## config.mk

```make
export PLATFORM = sky130hd
export DESIGN_NAME = pipe_width_packer
export DESIGN_NICKNAME = d
export VERILOG_FILES = /design/src/rtl/pipe_pkg.sv /design/src/rtl/pipe_width_packer.sv
export SDC_FILE = /design/constraint.sdc
export NUM_CORES = 1
export LEC_CHECK = 0
export BUFFER_PORTS_ARGS = -buffer_cell sky130_fd_sc_hd__buf_4
export CORE_ASPECT_RATIO = 0.8
export CORE_MARGIN = 4
export CORE_UTILIZATION = 59
export DETAILED_ROUTE_END_ITERATION = 6
export PLACE_DENSITY_LB_ADDON = 0.15
export SYNTH_ARGS = -nofsm -noshare
export SYNTH_HDL_FRONTEND = slang
export SYNTH_SLANG_ARGS = --single-unit
```

## constraint.sdc

```tcl
create_clock -name clk -period 3.2 [get_ports clk]
set_clock_uncertainty 0.05 [all_clocks]
set_input_delay 0.64 -clock clk [delete_from_list [all_inputs] [get_ports clk]]
set_output_delay 0.64 -clock clk [all_outputs]
set_load 0.02 [all_outputs]
```

## src/rtl/pipe_pkg.sv

```systemverilog
// pipe_pkg: helpers shared by the pipe_* stream blocks.
//   keep_mask(cnt) : thermometer mask with ones in bits 0..cnt, zero above.
//                    Returned KEEP_MAX_W bits wide; callers slice the low lanes.
package pipe_pkg;

  // Widest lane count any pipe_* block may use.
  localparam int KEEP_MAX_W = 64;

  function automatic logic [KEEP_MAX_W-1:0] keep_mask(input int cnt);
    logic [KEEP_MAX_W-1:0] m;
    m = '0;
    for (int i = 0; i < KEEP_MAX_W; i++)
      if (i <= cnt) m[i] = 1'b1;
    return m;
  endfunction

endpackage

```

## src/rtl/pipe_width_packer.sv

```systemverilog
// pipe_width_packer: valid/ready width upsizer. It packs RATIO consecutive
// DWIDTH-bit beats into one RATIO*DWIDTH-bit word, with lane 0 in the LSBs.
// A beat with i_last flushes a partial word early. o_keep marks the filled
// lanes of that word.
//
// Ports
//   clk, rstn         clock, async active-low reset
//   i_data/i_valid/i_last, o_ready    narrow input stream
//   o_data/o_keep/o_last/o_valid, i_ready  wide output stream
//
// i_ready comes from a downstream skid buffer with a registered ready, so
// o_ready = !o_valid || i_ready does not form a long combinational chain.
module pipe_width_packer
  import pipe_pkg::*;
#(
  parameter int DWIDTH = 8,
  parameter int RATIO  = 4
) (
  input  logic                    clk,
  input  logic                    rstn,
  input  logic [DWIDTH-1:0]       i_data,
  input  logic                    i_valid,
  input  logic                    i_last,
  output logic                    o_ready,
  output logic [RATIO*DWIDTH-1:0] o_data,
  output logic [RATIO-1:0]        o_keep,
  output logic                    o_last,
  output logic                    o_valid,
  input  logic                    i_ready
);

  localparam int CNT_W = (RATIO > 1) ? $clog2(RATIO) : 1;
  localparam logic [CNT_W-1:0] CNT_TOP = CNT_W'(RATIO - 1);

  // Lanes 0..RATIO-2 are buffered. The top lane never needs storage because
  // the beat that fills it always completes the word.
  logic [RATIO-2:0][DWIDTH-1:0] acc_data;
  logic [CNT_W-1:0]             acc_cnt;

  logic                         accept;
  logic                         complete;
  logic [RATIO-1:0][DWIDTH-1:0] word_nxt;
  logic [KEEP_MAX_W-1:0]        keep_full;

  // The output register is empty or drains this cycle.
  assign o_ready  = !o_valid || i_ready;
  assign accept   = i_valid && o_ready;
  assign complete = accept && ((acc_cnt == CNT_TOP) || i_last);

  // Assemble the outgoing word. Lanes below acc_cnt come from the
  // accumulator, lane acc_cnt takes the incoming beat, and higher lanes are
  // zero.
  for (genvar k = 0; k < RATIO - 1; k++) begin : g_lane
    always_comb begin
      word_nxt[k] = '0;
      if (acc_cnt == CNT_W'(k))
        word_nxt[k] = i_data;
      else if (acc_cnt > CNT_W'(k))
        word_nxt[k] = acc_data[k];
    end
  end

  assign word_nxt[RATIO-1] = (acc_cnt == CNT_TOP) ? i_data : '0;

  assign keep_full = keep_mask(int'(acc_cnt));

  // Accumulator
  always_ff @(posedge clk or negedge rstn) begin
    if (!rstn) begin
      acc_cnt  <= '0;
      acc_data <= '0;
    end else if (complete) begin
      acc_cnt  <= '0;
      acc_data <= '0;
    end else if (accept) begin
      for (int k = 0; k < RATIO - 1; k++)
        if (acc_cnt == CNT_W'(k)) acc_data[k] <= i_data;
      acc_cnt <= acc_cnt + 1'b1;
    end
  end

  // Output register. On a simultaneous drain and completion it reloads, so
  // o_valid stays high. On a plain drain only o_valid drops. The payload
  // holds its last value.
  always_ff @(posedge clk or negedge rstn) begin
    if (!rstn) begin
      o_valid <= 1'b0;
      o_data  <= '0;
      o_keep  <= '0;
      o_last  <= 1'b0;
    end else if (complete) begin
      o_valid <= 1'b1;
      o_data  <= word_nxt;
      o_keep  <= keep_full[RATIO-1:0];
      o_last  <= i_last;
    end else if (o_valid && i_ready) begin
      o_valid <= 1'b0;
    end
  end

endmodule

```

==> impl.org, run 1 <==
** STA
- For the pin with the worst max-slew slack, the measured transition is 1.02 ns.
- In the final timing run, aggregate negative setup slack is 0 ns.
- Post-route clock period utilization :: 0.701
- Static timing analysis puts the maximum clock frequency at 446 MHz.
- The worst path in the final design needs a cycle of 2.24 ns, including I/O delays and setup.
- Setup repair after global routing left no endpoint under its margin.
- Setup violations remaining at the end of the flow were counted as 0.
- Relative slew margins :: 0.309
- Final Max Slew Viols :: 0
- The count of final hold-check violations is 0.

** Detailed routing
- Residual DRC :: 0
- Post-DRT Antenna Nets :: 0
- DRT Wirelength :: 5860 microns
- For this run, the detailed router's first-pass iteration total came to 4.
- For this block, the via count after detailed routing is 1817.
- In this run, the number of DRC markers left after iteration 0 of detailed routing was 103.
- After detailed routing, the average wire length per cell comes to 18.9 microns.
- Dividing the detail-routed via count by the number of cells gives 5.84.

** Clocking
- CTS saw 64 sinks.
- TritonCTS clock tree :: yes
- Maximum buffer depth of the clock tree :: 2
- CTS Hold Buffers Added :: 0
- PostCTS Resize Cnt :: 0
- The H-tree generated during clock tree synthesis spans 3 levels.
- Clock latency on the worst-skew pair, taken at its later pin, is 0.33 ns.
- Clock tree synthesis selected as its root buffer the cell sky130_fd_sc_hd__clkbuf_8.
- Number of setup buffers added after CTS :: 0
- Number of CTS-inserted buffers :: 9
- Clock Pin Slew Worst Setup and Hold Paths :: 0.07 ns

** Global routing
- Across every metal layer, demand over resource in global routing totals 0.213.
- GR Overflow Total :: 0
- Via count of the first global-routing pass :: 1809
- The initial antenna violation count came to 0.
- Entering global routing, the biggest net connects 65 pins.
- Wire length of the first global-routing pass :: 9560 microns

** Job
- Count of max-cap constraint violations :: 0

** Setup path
- Maximum fanout along the worst path :: 31
- Data arrival time at the worst-slack endpoint :: 2.41 ns
- In this run the critical register-to-register path is launched from acc_cnt[1].
- Tracing the worst setup path back leads to its startpoint at acc_cnt[1].
- The worst setup path is launched from a flop.
- The setup check on the worst reg-to-reg path leaves a slack of 0.96 ns.
- Worst setup path end :: o_data[1]
- The worst setup path is of the flop to flop kind.
- For the worst setup path, the data required time is 3.37 ns.
- In this run the critical register-to-register path is captured at o_data[1].
- Kind of capture point of the worst setup path :: flop
- Worst reg2reg path depth :: 5

** Logic synthesis
- After synthesis the netlist holds a flip-flop and latch count of 64.
- Summed over all instances, the cell type with the most area after synthesis is sky130_fd_sc_hd__dfrtp_1.
- Most numerous cell in the Yosys netlist :: sky130_fd_sc_hd__dfrtp_1
- Yosys printed 0 warnings.
- Area contributors post-synth :: sky130_fd_sc_hd__dfrtp_1, sky130_fd_sc_hd__a22o_1, sky130_fd_sc_hd__mux2_4
- For this run, the register share of the synthesized area comes to 0.572.
- Synth cell count leaders :: sky130_fd_sc_hd__dfrtp_1, sky130_fd_sc_hd__a22o_1, sky130_fd_sc_hd__mux2_4
- Yosys mapped a number of flops with a built-in enable equal to 0.
- Cells after synthesis :: 196
- Post-Syn Nets :: 214
- Ys async rst share :: 1.00
- Averaged over all synthesized cells, the footprint is 14.3 sq um.
- Of the post-synthesis cell area, the dominant cell type holds 0.572.
- Count of distinct cell types in the synthesized netlist :: 25
- Primary flip-flop cell chosen by synthesis mapping :: sky130_fd_sc_hd__dfrtp_1
- The synthesized netlist occupies a cell area of 2800 sq um.

** Final layout
- Syn-to-layout area delta :: 21.7%
- Total inserted antenna cells :: 0
- Share of cells above drive strength 1 :: 0.410
- Post-layout net count :: 264
- Final-layout fill cell count :: 322
- For this run, the share of the core covered by cells in the final layout is 0.742.
- Post-Layout Cell Count :: 311

** Hold path
- Worst hold path type :: input pin to async pin

** Place
- Weighted congestion reported at the end of routability-driven placement :: 0.746
- # placed instances :: 295
- Buffers added on ports :: 51
- HPWL after DPL :: 3840 microns

** Outcome
- Result of the run :: completed

** Floorplanning
- Starting utilization of the core area :: 0.609
- Width of the chip :: 85.0 microns
- The region available for standard cell placement spans 4600 sq um.
- In this run the count of I/O pins placed on the die edge is 52.
- Total Die Area :: 5920 sq um
- In this run the core area contains 22 standard-cell rows.
- Die height :: 69.6 microns

** Pwr
- In this run the power density over the cells is 755 nW/um^2.
- Combinational share of power :: 0.306
- Of the total power, the share spent switching nets is 0.312.
- Part of the total power dissipated in sequential elements :: 0.421
- Summed over all nets, the switching power comes to 0.802 mW.
- Of the total power, the clock network draws 0.273.
- Int Power :: 1.77 mW
- The analysis attributes to cell leakage a power of 1.74 nW.
- Overall power :: 2.57 mW
- IR analysis of the VDD net gives a maximum drop of 0.514 mV.
cell usage in the layout, fill, tap and decap left out, types with 5 or more instances in the layout:
master,count
sky130_fd_sc_hd__mux2_4,18
sky130_fd_sc_hd__dfrtp_1,64
sky130_fd_sc_hd__a22o_1,46
sky130_fd_sc_hd__buf_4,51
sky130_fd_sc_hd__ha_1,5
sky130_fd_sc_hd__nand2_1,5
sky130_fd_sc_hd__o21ai_0,5
sky130_fd_sc_hd__clkbuf_8,11
sky130_fd_sc_hd__inv_1,5
sky130_fd_sc_hd__mux2_2,14
worst max-delay path, cell delays in order (launching register included):
cell and delay [ns]:
sky130_fd_sc_hd__dfrtp_1 0.44, sky130_fd_sc_hd__ha_1 0.31, sky130_fd_sc_hd__nor2_2 0.23, sky130_fd_sc_hd__nand3b_1 0.42, sky130_fd_sc_hd__buf_12 0.28, sky130_fd_sc_hd__mux2_2 0.36
sequential cells by signal, summed over array words and instances, names as in the netlist:
name and count:
o_valid 1, o_last 1, acc_cnt 2, o_keep 4
o_data 32, acc_data 24
logic make-up after synthesis:
logic type	Yosys count	synth area share
muxes	34	0.160
AOI/OAI and AO/OA	55	0.170
adders and majority gates	5	0.0223
and+or+nand+nor	20	0.0420
DFF	64	0.572
buffers and inverters	18	0.0339
layout make-up:
type | count | area [sq um] | share of cell area
Clock buffer | 11 | 151 | 0.0444
Clock inverter | 5 | 55.1 | 0.0161
Inverter | 5 | 18.8 | 0.00550
Tap cell | 60 | 75.1 | 0.0220
Sequential cell | 64 | 1600 | 0.470
Timing Repair Buffer | 52 | 403 | 0.118
Multi-Input combinational cell | 114 | 1100 | 0.324
per-stage QoR:
step	cell area, sq um	worst slack (ns)	hold slack (ns)
2_1_floorplan	2800	1.43	0.294
3_3_place_gp	3200	0.846	0.403
3_5_place_dp	3200	0.792	0.421
4_1_cts	3410	0.968	0.347
5_1_grt	3410	0.838	0.380
6_report	3410	0.958	0.329
per-layer routing:
layer	track usage	part of all wire	routed length, microns
met3	0.0570	0.071	416
met4	0.0931	0.015	88
met5	0	0	0
met2	0.303	0.46	2720
met1	0.305	0.45	2640
worst min path at each step:
stage / startpoint / end / depth (start not counted)
2_1_floorplan: rstn / acc_cnt[0] / 0
3_3_place_gp: o_keep[0] / o_keep[0] / 1
3_5_place_dp: o_keep[3] / o_keep[3] / 1
4_1_cts: rstn / o_data[19] / 1
5_1_grt: rstn / o_keep[0] / 1
6_report: rstn / o_keep[0] / 1
power by group through the flow:
stage | Clock, mW | Combinational (mW) | Sequential [mW]
3_5_place_dp | 0 | 0.793 | 1.09
4_1_cts | 0.719 | 0.797 | 1.08
5_1_grt | 0.751 | 0.847 | 1.11
6_report | 0.703 | 0.788 | 1.08
3_3_place_gp | 0 | 0.780 | 1.09
2_1_floorplan | 0 | 0.361 | 1.22
(Power assumes the default switching activity.)
==> inputs of run 2 (changes only) <==
--- a/config.mk
+++ b/config.mk
@@ -8,7 +8,7 @@
 export BUFFER_PORTS_ARGS = -buffer_cell sky130_fd_sc_hd__buf_4
 export CORE_ASPECT_RATIO = 0.8
 export CORE_MARGIN = 4
-export CORE_UTILIZATION = 59
+export CORE_UTILIZATION = 49
 export DETAILED_ROUTE_END_ITERATION = 6
 export PLACE_DENSITY_LB_ADDON = 0.15
 export SYNTH_ARGS = -nofsm -noshare
==> constraint.sdc (replaced) <==
create_clock -name clk -period 2 [get_ports clk]
set_clock_uncertainty 0.05 [all_clocks]
set_input_delay 0.4 -clock clk [delete_from_list [all_inputs] [get_ports clk]]
set_output_delay 0.4 -clock clk [all_outputs]
set_load 0.02 [all_outputs]
==> impl.org, run 2 (synthesized netlist as in run 1, its figures left out) <==
** Outcome
- The run finished with clean final reports.

** STA
- RSZ-0062 raised after global routing :: false
- Relative slew margins :: 0.597 (+0.288)
- The number of max-slew violations in the final report was 0 (unchanged).
- Worst setup slack after layout :: 0.152 ns (-0.806 ns)
- Final count of hold timing violations :: 0 (unchanged)
- Slew of the pin with the lowest slew margin :: 0.603 ns (-0.417 ns)
- The count of endpoints failing setup in the final report is 0 (unchanged).
- The total negative setup slack came to 0 ns (unchanged).
- Achievable frequency :: 541 MHz (+21%)
- The part of the cycle the worst path needs is 0.924 (+0.223).
- Final min period :: 1.85 ns (-0.394 ns)

** Pwr
- LEAKAGE :: 1.80 nW (+3.1%)
- The cell area power density was 1170 nW/um^2 (+54%).
- The maximum resistive drop on vdd was 0.750 mV (+46%).

** Clocking
- The maximum root-to-sink buffer count is 2 (unchanged).
- The number of clock sinks seen by CTS is 64 (unchanged).
- TritonCTS built the clock tree.
- Clock Pin Slew Worst Setup and Hold Paths :: 0.07 ns (about the same)
- Clock root buffer :: sky130_fd_sc_hd__clkbuf_8
- H-tree Lvls :: 3 (unchanged)
- Source-to-sink clock delay at the later pin of the worst-skew pair :: 0.34 ns (about the same)
- Number of CTS-inserted buffers :: 9 (unchanged)
- The number of buffers inserted to repair setup after CTS came to 0 (unchanged).

** Floorplanning
- The die width is 92.5 microns (+8.8%).
- The number of placement rows was 24 (+9.1%).
- Total I/O pin count :: 52 (unchanged)
- The initial standard-cell utilization of the core was 0.510 (-0.0996).
- Die height :: 75.6 microns (+8.6%)
- The area of the core region came to 5500 sq um (+20%).
- The die area is 7000 sq um (+18%).

** Detailed routing
- Residual DRC :: 0 (unchanged)
- First DRT Iteration DRCs :: 124 (+20%)
- Post-DRT Antenna Nets :: 0 (unchanged)
- The detailed-routing iteration count for the pre-antenna-repair pass was 4 (unchanged).
- The detailed-route wire length per cell came to 18.0 microns (-4.6%).
- Total via count in the routed design :: 1879 (+3.4%)
- Post-detailed-route via-to-cell ratio :: 5.54 (-5.1%)
- DRT Wirelength :: 6100 microns (+4.0%)

** Final layout
- Ranked by flip-flop count, first place goes to o_data.
- Syn-to-layout area delta :: 25.5%
- Post-layout net count :: 275 (+4.2%)
- Core Util, Final :: 0.640 (-0.102)
- The fraction of layout instances using a drive strength above 1 came to 0.429 (+0.0188).
- Most common cell after layout, fill and taps aside :: sky130_fd_sc_hd__dfrtp_1
- Largest register FFs :: 32 (unchanged)
- Leading cell types in the layout, fill and taps excluded :: sky130_fd_sc_hd__dfrtp_1, sky130_fd_sc_hd__buf_4, sky130_fd_sc_hd__a22o_1, sky130_fd_sc_hd__mux2_4, sky130_fd_sc_hd__mux2_2
- Largest registers :: o_data (32), acc_data (24), o_keep (4)
- The cell area after layout is 3520 sq um (+3.2%).
- The final antenna diode count was 0 (unchanged).

** Global routing
- The final global-route overflow total was 0 (unchanged).
- Via count of the first global-routing pass :: 1928 (+6.6%)
- Total Routing Usage GR :: 0.199 (-0.0134)
- The wire length of the first global-routing pass is 10200 microns (+6.5%).
- Initial antenna violation count :: 0 (unchanged)
- Maximum number of pins on one net before global-route repair :: 36 (-45%)

** Place
- Weighted congestion reported at the end of routability-driven placement :: 0.793 (+6.3%)
- The estimated wirelength of the detail-placed design was 4010 microns (+4.6%).
- Dpl cell area :: 3310 sq um (+3.4%)
- Pre-CTS WS :: 0.0400 ns (-0.752 ns)
- Buffers added on ports :: 51 (unchanged)

** Setup path
- Required time reported for the critical path endpoint :: 2.17 ns (-1.20 ns)
- The signal arrival time at the worst endpoint came to 2.02 ns (-0.39 ns).
- The critical path is of the flop to flop type.
- The largest fanout of any net on the critical path is 26 (-16%).
- Startpoint class of the critical path :: flop
- Kind of capture point of the worst setup path :: flop

** Hold path
- The path class of the tightest hold or removal check is input pin to flop.

** Job
- Count of max-cap constraint violations :: 0 (unchanged)
[run 2: cell count changes in the layout (fill, tap and decap cells not counted), sizes merged]
cell / delta
buf: +10
clkinv: +1
dlygate4sd3: +1
clkinvlp: -2
[run 2: per-stage QoR]
step,hold slack (ns),total power [mW],instances
2_1_floorplan,0.0544,2.53,196
3_3_place_gp,0.299,3.04,323
3_5_place_dp,0.301,3.06,323
4_1_cts,0.295,4.15,339
5_1_grt,0.297,4.35,339
6_report,0.309,4.10,339
[run 2: layer usage]
metal | GRT usage | up-vias | share of wire
li1 | - | 857 | -
met1 | 0.263 | 967 | 0.47
met2 | 0.318 | 50 | 0.48
met3 | 0.0681 | 5 | 0.050
met4 | 0.0593 | 0 | 0.0067
met5 | 0 | - | 0
[run 2: cell type report]
| class | count | area, sq um |
|---|---|---|
| fill | 469 | 1980 |
| sequential | 64 | 1600 |
| multi-input combinational | 114 | 1110 |
| timing repair buffer | 63 | 500 |
| clock buffer | 11 | 141 |
| tap | 78 | 97.6 |
| clock inverter | 4 | 45.0 |
| inverter | 5 | 18.8 |
[run 2: path summary, 6_finish.rpt]
path	start	to	slack (ns)	cells after the start
hold reg to reg	o_keep[0]	o_keep[0]	0.43	1
hold / removal	i_data[5]	o_data[29]	0.31	2
setup reg to reg	acc_cnt[1]	o_data[0]	0.15	5
setup / recovery	acc_cnt[1]	o_data[0]	0.15	5
min in group asynchronous	rstn	acc_data[17]	0.48	2
max in group asynchronous	rstn	acc_data[5]	0.90	3
[run 2: worst max-delay path, cell delays in order, from the launching register on]
cell and delay [ns]:
sky130_fd_sc_hd__dfrtp_1 0.43, sky130_fd_sc_hd__ha_1 0.31, sky130_fd_sc_hd__nor2_2 0.17, sky130_fd_sc_hd__nand3b_1 0.19
sky130_fd_sc_hd__buf_12 0.22, sky130_fd_sc_hd__mux2_2 0.35
[run 2: what timing repair did]
item,in CTS,in global routing
hold endpoints to repair,29,0
resized for setup,0,1
hold buffers,1,0
endpoints found under the setup margin,0,8
[run 2: power breakdown]
group	switching [mW]	leakage, nW	internal (mW)
Sequential	0.161	0.848	1.57
Combinational	0.645	0.853	0.664
Clock	0.467	0.0989	0.596
==> inputs of run 3 (changes only) <==
--- a/config.mk
+++ b/config.mk
@@ -10,6 +10,7 @@
 export CORE_MARGIN = 4
 export CORE_UTILIZATION = 49
 export DETAILED_ROUTE_END_ITERATION = 6
+export GPL_TIMING_DRIVEN = 0
 export PLACE_DENSITY_LB_ADDON = 0.15
 export SYNTH_ARGS = -nofsm -noshare
 export SYNTH_HDL_FRONTEND = slang
==> impl.org, run 3 (synthesized netlist as in run 1, its figures left out) <==
** Floorplanning
- Row count :: 24 (unchanged)
- The number of top-level pins came to 52 (unchanged).
- Total Die Area :: 7000 sq um (unchanged)
- Width of the chip :: 92.5 microns (unchanged)
- Core area :: 5500 sq um (unchanged)
- The overall die height was 75.6 microns (unchanged).
- The initial standard-cell utilization of the core was 0.510 (unchanged).

** Setup path
- Type of the worst setup path :: flop to flop
- Family of cells with the greatest summed delay on the critical path :: multiplexers
- Traced cell by cell, the critical path runs through inv_1 > ha_1 > mux2_2 > mux2_4.
- The data required time at the worst endpoint came to 2.18 ns (about the same).
- The signal arrival time at the worst endpoint came to 2.08 ns (+0.06 ns).
- Worst reg-to-reg setup slack :: 0.10 ns (-0.05 ns)
- Slowest stage cell on the critical path :: sky130_fd_sc_hd__ha_1
- The largest fanout of any net on the critical path is 10 (-62%).
- In this run the critical register-to-register path is launched from acc_cnt[1].
- The largest stage delay on the critical path was 0.48 ns (+0.05 ns).
- Kind of capture point of the worst setup path :: flop
- Endpoint of the worst register-to-register path :: o_data[6]
- STA classifies the critical path startpoint as a flop.
- The count of buffering cells on the critical path with inverters included came to 1 (unchanged).
- The depth of the worst register-to-register path is 4 (-1).

** Detailed routing
- The remaining antenna violation count after routing is 0 (unchanged).
- DRT Wirelength :: 6110 microns (about the same)
- The total via count after detailed routing was 1854 (-1.3%).
- First DRT Iteration DRCs :: 84 (-32%)
- The residual DRC count is 0 (unchanged).
- The detailed-routing iteration count for the pre-antenna-repair pass is 4 (unchanged).
- The detailed-route wire length per cell is 18.0 microns (about the same).
- The average vias per placed instance was 5.47 (-1.3%).

** Global routing
- GRT Max-Usage Layer :: met2
- Met1 GRT Util :: 0.262 (-0.000474)
- Total Routing Usage GR :: 0.198 (-0.00127)
- The pin count of the biggest net entering global routing is 65 (+81%).
- The global-route track usage on met3 is 0.0602 (-0.00790).
- The via count of the first global-routing pass came to 1943 (+0.78%).
- The initial antenna violation count is 0 (unchanged).
- The final global-route overflow total is 0 (unchanged).
- Met2 usage :: 0.314 (-0.00482)
- Wire length of the first global-routing pass :: 10200 microns (-0.27%)

** STA
- Post-route clock period utilization :: 0.948 (+0.0245)
- Setup repair after global routing left no endpoint under its margin.
- The worst hold slack was 0.0714 ns (-0.238 ns).
- The count of final hold-check violations was 0 (unchanged).
- Achievable frequency :: 527 MHz (-2.6%)
- The count of endpoints failing setup in the final report was 0 (unchanged).
- The worst-case headroom to the max-slew limit is 0.485 (-0.112).
- Final min period :: 1.90 ns (+0.0490 ns)
- Final Max Slew Viols :: 0 (unchanged)
- Slew of the pin with the lowest slew margin :: 0.773 ns (+0.169 ns)
- The total negative setup slack was 0 ns (unchanged).

** Final layout
- Total inserted antenna cells :: 0 (unchanged)
- The area taken by multi-input logic gates was 1140 sq um (+2.5%).
- Footprint of the flip-flops and latches :: 1600 sq um (unchanged)
- The number of filler cells placed in the layout is 441 (-6.0%).
- Most common cell after layout, fill and taps aside :: sky130_fd_sc_hd__dfrtp_1
- The largest registers in the layout are o_data (32), acc_data (24), o_keep (4).
- Largest register FFs :: 32 (unchanged)
- In the layout the commonest cells are sky130_fd_sc_hd__dfrtp_1, sky130_fd_sc_hd__buf_4, sky130_fd_sc_hd__a22o_1, sky130_fd_sc_hd__mux2_4, sky130_fd_sc_hd__mux2_2.
- The area growth from synthesis to layout is 23.7%.
- The fraction of layout instances using a drive strength above 1 was 0.418 (-0.0115).
- Biggest register :: o_data
- The net count reported at finish was 275 (unchanged).

** Clocking
- Clock Pin Slew Worst Setup and Hold Paths :: 0.07 ns (about the same)
- Maximum buffer depth of the clock tree :: 2 (unchanged)
- TritonCTS built the clock tree.
- The CTS buffer count is 9 (unchanged).
- Clock tree synthesis selected as its root buffer the cell sky130_fd_sc_hd__clkbuf_8.
- H-tree Lvls :: 3 (unchanged)
- Source-to-sink clock delay at the later pin of the worst-skew pair :: 0.35 ns (about the same)
- Clock tree sinks :: 64 (unchanged)
- The number of hold buffers added after cts is 0 (-1).

** Pwr
- Peak supply drop :: 0.710 mV (-5.3%)
- Overall power :: 3.92 mW (-4.4%)
- The cell area power density came to 1130 nW/um^2 (-3.0%).
- The cell leakage power is 1.76 nW (-2.1%).

** Outcome
- The run finished with clean final reports.

** Job
- Count of max-cap constraint violations :: 0 (unchanged)

** Place
- The number of port buffers is 51 (unchanged).
- Weighted congestion reported at the end of routability-driven placement :: 0.775 (-2.2%)
- The estimated wirelength of the detail-placed design came to 3910 microns (-2.6%).

** Hold path
- Worst hold path type :: input pin to async pin
==> run 3: worst max-delay path by stage <==
| stage | startpoint | endpoint | slack [ns] | depth (start not counted) |
|---|---|---|---|---|
| floorplan | acc_cnt[1] | o_data[6] | 0.23 | 5 |
| global placement | acc_cnt[1] | o_data[7] | 0.03 | 6 |
| detailed placement | acc_cnt[1] | acc_data[2] | -0.04 | 5 |
| CTS | acc_cnt[1] | acc_data[19] | -0.009 | 3 |
| global route | acc_cnt[1] | o_data[2] | 0.01 | 4 |
| finish | acc_cnt[1] | o_data[6] | 0.10 | 4 |
==> run 3: worst reg2reg max path, cell delays in order, from the launching register on <==
cell,delay [ns]
sky130_fd_sc_hd__dfrtp_1,0.44
sky130_fd_sc_hd__inv_1,0.15
sky130_fd_sc_hd__ha_1,0.48
sky130_fd_sc_hd__mux2_2,0.40
sky130_fd_sc_hd__mux2_4,0.27
==> run 3: routing by layer <==
metal / routed length [microns] / vias to the layer above / share of wire
li1: - / 861 / -
met4: 92 / 0 / 0.015
met1: 2850 / 939 / 0.47
met3: 268 / 9 / 0.044
met5: 0 / - / 0
met2: 2900 / 45 / 0.47
==> run 3: per-stage QoR <==
stage	instances	area [sq um]	utilization	setup slack (ns)
CTS	339	3440	0.626	-0.00913
floorplan	196	2800	-	0.229
global route	339	3470	0.631	0.0143
finish	339	3470	0.631	0.103
global placement	325	3280	0.597	0.0325
detailed placement	325	3280	0.597	-0.0434
==> run 3: repair_timing <==
action,4_1_cts,5_1_grt
pin swaps,0,1
resized for setup,1,4
cloned,0,0
endpoints found under the setup margin,9,43
setup buffers,0,0
==> run 3: layout make-up <==
cell class | count | share of cell area
plain buffers | 12 | 0.0209
flip-flops and latches | 64 | 0.462
inverters | 5 | 0.00542
multi-input cells | 114 | 0.329
repair buffers | 51 | 0.110
well taps | 78 | 0.0282
clock inverters | 5 | 0.00722
clock buffers | 10 | 0.0368
==> run 3: where the power goes <==
part,total [mW],internal (mW),switching (mW),leakage [nW]
Clock,0.906,0.431,0.475,0.0854
Combinational,1.29,0.643,0.646,0.829
Sequential,1.73,1.57,0.158,0.848
